===== src/rtl/branch_pkg.sv =====
// rtl/branch_pkg.sv - opcode constants, state and branch-kind types for the ID branch stage
package branch_pkg;

  localparam logic [5:0]  OP_B      = 6'b000101;
  localparam logic [7:0]  OP_CBZ    = 8'b10110100;
  localparam logic [7:0]  OP_BCOND  = 8'b01010100;
  localparam logic [4:0]  COND_LT   = 5'h0B;
  localparam logic [31:0] NOP_INSTR = 32'h8B1F03FF;

  typedef enum logic {RUN, WAIT} state_t;

  typedef enum logic [1:0] {BR_NONE, BR_B, BR_CBZ, BR_BLT} br_kind_t;

  // B.cond with any condition other than LT is treated as an ordinary instruction.
  function automatic br_kind_t decode_branch(input logic [31:0] instr);
    if (instr[31:26] == OP_B)
      return BR_B;
    else if (instr[31:24] == OP_CBZ)
      return BR_CBZ;
    else if (instr[31:24] == OP_BCOND && instr[4:0] == COND_LT)
      return BR_BLT;
    else
      return BR_NONE;
  endfunction

endpackage


===== src/rtl/branch_target_calc.sv =====
// rtl/branch_target_calc.sv - idPC plus sign-extended word offset, chosen by branch kind
module branch_target_calc
  import branch_pkg::*;
(
  input  br_kind_t    i_kind,
  input  logic [25:0] i_imm,
  input  logic [63:0] i_pc,
  output logic [63:0] o_target
);

  logic [63:0] w_offset;

  always_comb begin
    w_offset = 64'd0;
    case (i_kind)
      BR_B:            w_offset = {{36{i_imm[25]}}, i_imm[25:0], 2'b00};
      BR_CBZ, BR_BLT:  w_offset = {{43{i_imm[23]}}, i_imm[23:5], 2'b00};
      default:         w_offset = 64'd0;
    endcase
  end

  assign o_target = i_pc + w_offset;

endmodule


===== src/rtl/branch_decode_stage.sv =====
// rtl/branch_decode_stage.sv - IF/ID register, branch decode/resolve and operand-wait stall
module branch_decode_stage
  import branch_pkg::*;
#(
  parameter int CNT_WIDTH = 32
) (
  input  logic                 clk,
  input  logic                 reset,
  input  logic [31:0]          instruction,
  input  logic [63:0]          currentPC,
  input  logic                 flush,
  input  logic                 hazardHold,
  input  logic [63:0]          cbzOperand,
  input  logic                 cbzOperandValid,
  input  logic                 flagN,
  input  logic                 flagV,
  input  logic                 flagsValid,
  output logic                 BrTaken,
  output logic                 UncondBr,
  output logic [63:0]          branchTarget,
  output logic                 pcWrite,
  output logic [31:0]          idInstruction,
  output logic [63:0]          idPC,
  output logic                 idValid,
  output logic [CNT_WIDTH-1:0] takenCount
);

  logic [31:0]          r_instr;
  logic [63:0]          r_pc;
  logic                 r_valid;
  state_t               r_state;
  logic [CNT_WIDTH-1:0] r_cnt;

  br_kind_t w_kind;
  logic     w_ready;
  logic     w_cond;
  logic     w_taken;
  logic     w_uncond;
  logic     w_pcwrite;
  logic     w_hold;
  state_t   w_next;

  branch_target_calc u_target (
    .i_kind   (w_kind),
    .i_imm    (r_instr[25:0]),
    .i_pc     (r_pc),
    .o_target (branchTarget)
  );

  always_comb begin
    w_kind    = r_valid ? decode_branch(r_instr) : BR_NONE;
    w_ready   = 1'b1;
    w_cond    = 1'b0;
    w_taken   = 1'b0;
    w_uncond  = 1'b0;
    w_pcwrite = 1'b1;
    w_hold    = 1'b0;
    w_next    = r_state;

    case (w_kind)
      BR_B:    w_cond = 1'b1;
      BR_CBZ:  begin w_cond = (cbzOperand == 64'd0); w_ready = cbzOperandValid; end
      BR_BLT:  begin w_cond = flagN ^ flagV;         w_ready = flagsValid;      end
      default: w_cond = 1'b0;
    endcase

    if (reset) begin
      w_next = RUN;
    end else if (!w_ready) begin
      // Operand missing: stall fetch and freeze IF/ID until it arrives.
      w_pcwrite = 1'b0;
      w_hold    = 1'b1;
      w_next    = WAIT;
    end else if (r_state == WAIT) begin
      w_taken   = w_cond;
      w_hold    = hazardHold;
      w_next    = RUN;
    end else begin
      w_taken   = w_cond;
      w_uncond  = (w_kind == BR_B);
      w_pcwrite = ~hazardHold;
      w_hold    = hazardHold;
    end
  end

  always_ff @(posedge clk) begin
    if (reset) begin
      r_instr <= NOP_INSTR;
      r_pc    <= 64'd0;
      r_valid <= 1'b0;
      r_state <= RUN;
    end else if (flush) begin
      r_instr <= NOP_INSTR;
      r_pc    <= 64'd0;
      r_valid <= 1'b0;
      r_state <= RUN;
    end else begin
      r_state <= w_next;
      if (!w_hold) begin
        r_instr <= instruction;
        r_pc    <= currentPC;
        r_valid <= 1'b1;
      end
    end
  end

  always_ff @(posedge clk) begin
    if (reset)
      r_cnt <= '0;
    else if (w_taken && w_pcwrite)
      r_cnt <= r_cnt + 1'b1;
  end

  assign BrTaken       = w_taken;
  assign UncondBr      = w_uncond;
  assign pcWrite       = w_pcwrite;
  assign idInstruction = r_instr;
  assign idPC          = r_pc;
  assign idValid       = r_valid;
  assign takenCount    = r_cnt;

endmodule


===== config.mk =====
export PLATFORM = sky130hd
export DESIGN_NAME = branch_decode_stage
export DESIGN_NICKNAME = d
export VERILOG_FILES = /design/src/rtl/branch_pkg.sv /design/src/rtl/branch_target_calc.sv /design/src/rtl/branch_decode_stage.sv
export SDC_FILE = /design/constraint.sdc
export NUM_CORES = 1
export LEC_CHECK = 0
export ABC_AREA = 1
export CAP_MARGIN = 20
export CORE_MARGIN = 1.5
export CORE_UTILIZATION = 47
export DETAILED_ROUTE_END_ITERATION = 10
export PLACE_DENSITY_LB_ADDON = 0.3
export SYNTH_ARGS = -nofsm -noshare
export SYNTH_HDL_FRONTEND = slang
export SYNTH_SLANG_ARGS = --single-unit

===== constraint.sdc =====
create_clock -name clk -period 5.3 [get_ports clk]
set_input_delay 0.795 -clock clk [delete_from_list [all_inputs] [get_ports clk]]
set_output_delay 0.795 -clock clk [all_outputs]
set_load 0.03 [all_outputs]

==> impl_summary.txt <==
----------------------------------------------------
[Power and ir drop]
  Peak VDD IR ... 0.161 mV
  Power density cells ... 179 nW/um^2
  Static power due to leakage ... 7.05 nW

[Worst setup path]
  Category of the worst setup path launch point ... flop
  Worst R2R Setup Slack ... 2.15 ns
  CP Capture Type ... primary output
  Maximum net fanout on the critical path ... 20
  Max stage delay cell, worst path ... sky130_fd_sc_hd__clkdlybuf4s50_1
  CP Data Arrival Time ... 4.38 ns
  Cells along the critical path ... nor2_1 > inv_1 > nor2_1 > nand3_1 > nand2_2 > nand2_1 > o21ai_4 > ha_1 > nand2_1 > nor2_1 > inv_1 > nor2_1 > inv_1 > nor3_1 > nand4_1 > nand3_1 > nand2_1 > nand2_1 > clkdlybuf4s50_1
  Worst Path Class, Setup ... flop to primary output
  Data required, critical path ... 4.51 ns
  Slowest cell delay on critical path ... 0.66 ns

[Drt]
  DR DRC count ... 0
  Total wirelength of the detailed-routed design ... 46400 um
  Routed len/inst ... 18.7 um
  DR vias ... 13700
  Antenna-violating nets left ... 0
  Drt first-iter violations ... 1208
  Via density per instance ... 5.52
  Detailed-router iteration count before antenna repair ... 6

[Layout]
  Final cell count without fillers ... 2477
  Syn-to-layout area delta ... 41.2%
  Final layout net count ... 2410
  Total inserted antenna cells ... 0
  Fill count ... 2091
  Footprint of the flip-flops and latches ... 2600 um^2
  Footprint of the multi-input gates ... 7250 um^2
  Fraction of layout instances using a drive strength above 1 ... 4.24%

[STA]
  Slew margin rel. ... 35.7%
  RSZ-0062 raised after global routing ... yes
  Final clock period utilization by the worst path ... 97.6%
  Final critical-path required period ... 5.17 ns
  Clk_skew ... 0.0113 ns
  Final-report setup violation count ... 0
  Count of pins over their slew limit ... 0
  Hold Worst Slack ... 0.487 ns
  Max frequency ... 193 MHz
  Hold Fails Final Rpt ... 0
  Worst slew pin tran ... 0.962 ns

[Clock network]
  CTS tree ... built
  Clock buffer depth ... 2
  Count of clock tree sinks ... 130
  Total of hold buffers inserted after clock tree synthesis ... 0
  H-Tree Depth ... 4
  Clock-pin slew on the worst setup and hold paths ... 0.06 ns
  Root Buffer ... sky130_fd_sc_hd__clkbuf_16
  Clock buffer count from CTS ... 17
  Later-pin clock latency in the skew report ... 0.43 ns

[Logic synthesis]
  Share of the synthesized area in the top cell type ... 23.9%
  Synth Flop Type ... sky130_fd_sc_hd__dfxtp_1
  Flip-flop and latch count after synthesis ... 130
  Netlist area before placement ... 10900 um^2
  Number of nets produced by synthesis ... 2065
  Share of synthesized cell area in and, or, nand and nor gates ... 37.3%
  Most frequent cells after synthesis ... sky130_fd_sc_hd__nand2_1, sky130_fd_sc_hd__nor2_1, sky130_fd_sc_hd__inv_1
  Post-synth EDFFs ... 0
  Share of the synthesized netlist area taken by xor and xnor gates ... 4.75%
  Cell count after synthesis ... 1834
  Most common cell in the netlist ... sky130_fd_sc_hd__nand2_1
  Largest cells by area after synthesis ... sky130_fd_sc_hd__dfxtp_1, sky130_fd_sc_hd__nand2_1, sky130_fd_sc_hd__a21oi_1
  Combinational family with the most area after synthesis ... simple AND/OR/NAND/NOR gates
  Synth Area per Inst ... 5.93 um^2
  Cell taking the most area after synthesis ... sky130_fd_sc_hd__dfxtp_1
  Part of the Yosys area used for sequential elements ... 23.9%
  Count of different cell masters after synthesis ... 37
  Compound-cell area share of the yosys netlist ... 16.9%
  Async set-reset flop share out of synthesis ... 0%
  Number of warnings issued by yosys ... 0
  Proportion of synthesized area in mux cells ... 0%
  Fraction of the mapped netlist area in adder cells ... 7.32%

[Global route]
  Overall Global Routing Usage ... 37.5%
  Via count of the first global-routing pass ... 12600
  Global-route wire length before repair ... 69800 um
  GR Overflow Total ... 0
  Pin count of the biggest net entering global routing ... 86
  Initial antenna violation count ... 0

[Placed design]
  Detailed Place HPWL ... 37600 um
  Final weighted congestion of routability-driven global placement ... 1.08
  Number of I/O port buffers ... 363
  Placed Instances ... 2441

[Run]
  Max_cap viols ... 0

[Floorplanning]
  Number of top-level design ports ... 364
  Number of cell rows ... 55
  Chip Width ... 155 um
  Area of the die ... 24100 um^2
  Core outline area ... 22600 um^2
  Starting Density ... 48.0%
  Die height ... 155 um

[Outcome]
  Result of the run ... complete, no violations

[Min path]
  Classification of the worst-slack hold path ... flop to flop

----------------------------------------------------
==> where the power goes <==
part / internal [W] / leakage, nW / switching (W)
sequential: 0.00101 / 1.06 / 0.0000366
clock: 0.000667 / 0.273 / 0.000519
combinational: 0.000238 / 5.72 / 0.000279
total: 0.00191 / 7.05 / 0.000835
==> cells in the final DEF, fill, tap and decap left out, types with 2 or more instances in the layout <==
| master | instances |
|---|---|
| sky130_fd_sc_hd__dfxtp_1 | 130 |
| sky130_fd_sc_hd__clkbuf_2 | 2 |
| sky130_fd_sc_hd__a21o_1 | 2 |
| sky130_fd_sc_hd__clkinvlp_4 | 4 |
| sky130_fd_sc_hd__nand2_1 | 542 |
| sky130_fd_sc_hd__xnor2_1 | 11 |
| sky130_fd_sc_hd__o21bai_1 | 7 |
| sky130_fd_sc_hd__inv_6 | 4 |
| sky130_fd_sc_hd__buf_4 | 13 |
| sky130_fd_sc_hd__ha_1 | 61 |
| sky130_fd_sc_hd__nand2_2 | 15 |
| sky130_fd_sc_hd__xor2_1 | 47 |
| sky130_fd_sc_hd__clkdlybuf4s15_1 | 2 |
| sky130_fd_sc_hd__clkdlybuf4s15_2 | 2 |
| sky130_fd_sc_hd__dlymetal6s2s_1 | 22 |
| sky130_fd_sc_hd__nand3b_1 | 12 |
| sky130_fd_sc_hd__clkdlybuf4s50_1 | 327 |
| sky130_fd_sc_hd__o22ai_1 | 14 |
| sky130_fd_sc_hd__a21oi_2 | 10 |
| sky130_fd_sc_hd__nor2_2 | 3 |
| sky130_fd_sc_hd__nor4_1 | 8 |
| sky130_fd_sc_hd__and2_1 | 3 |
| sky130_fd_sc_hd__clkbuf_16 | 17 |
| sky130_fd_sc_hd__clkinv_2 | 2 |
| sky130_fd_sc_hd__a21oi_1 | 185 |
| sky130_fd_sc_hd__o21ai_1 | 3 |
| sky130_fd_sc_hd__clkinv_4 | 2 |
| sky130_fd_sc_hd__or2_2 | 2 |
| sky130_fd_sc_hd__a21boi_0 | 5 |
| sky130_fd_sc_hd__o21ai_0 | 98 |
| sky130_fd_sc_hd__buf_2 | 3 |
| sky130_fd_sc_hd__dlygate4sd2_1 | 5 |
| sky130_fd_sc_hd__nor3_1 | 27 |
| sky130_fd_sc_hd__nand3_1 | 70 |
| sky130_fd_sc_hd__nand4_1 | 56 |
| sky130_fd_sc_hd__inv_1 | 205 |
| sky130_fd_sc_hd__a31oi_1 | 15 |
| sky130_fd_sc_hd__nor2_1 | 235 |
| sky130_fd_sc_hd__inv_2 | 4 |
| sky130_fd_sc_hd__a21boi_1 | 2 |
==> critical path, delay by kind of cell, from the launching register on <==
kind	cells	cell delay [ns]
flops	1	0.32
simple gates	13	2.04
compound gates	1	0.31
buf+inv	4	0.88
fa+ha+maj	1	0.39
==> final timing paths <==
path / start / endpoint / cells after the start
min reg2reg: idInstruction[26] / idInstruction[26] / 2
max: idInstruction[24] / branchTarget[49] / 19
min: idInstruction[26] / idInstruction[26] / 2
max reg2reg: idValid / idPC[3] / 11
==> what timing repair did <==
item,4_1_cts,5_1_grt
setup endpoints to repair,17,49
pin swaps,0,1
gates resized for setup,27,46
setup buffers,0,4
==> through the flow <==
stage | utilization (%) | worst slack, ns | TNS [ns] | instance area (um^2) | total power (W)
detailed placement | 64.9 | -0.0650 | -0.0650 | 14700 | 0.00158
global route | 67.9 | -0.182 | -0.480 | 15400 | 0.00283
CTS | 67.5 | -0.109 | -0.109 | 15300 | 0.00275
floorplan | - | 0.489 | 0 | 10900 | 0.00130
global placement | 64.8 | -0.00872 | -0.00872 | 14700 | 0.00158
finish | 67.9 | 0.126 | 0 | 15400 | 0.00275
==> cell type report <==
cell class,count,share of cell area (%)
sequential,130,16.9
clock inverter,13,0.823
clock buffer,19,2.88
tap,285,2.32
timing repair buffer,378,24.7
multi-input combinational,1442,47.2
inverter,210,5.16
==> cells by family after synthesis <==
family          count (synthesis)
fa+ha+maj                      63
compound gates                343
simple gates                  977
xor+xnor                       59
buf+inv                       262
flops                         130
==> metal layers <==
metal / vias up / track usage (%) / routed length (um)
met5: - / 0 / 0
met4: 0 / 19.2 / 2160
met3: 102 / 6.96 / 3780
met2: 690 / 63.1 / 21900
met1: 6208 / 45.7 / 18500
li1: 6672 / - / -
==> state kept, by name (all words and copies together) (netlist names) <==
| register | cells |
|---|---|
| idValid | 1 |
| idInstruction | 32 |
| takenCount | 32 |
| idPC | 64 |
| r_state | 1 |
Power figures use the tool's default switching activity.
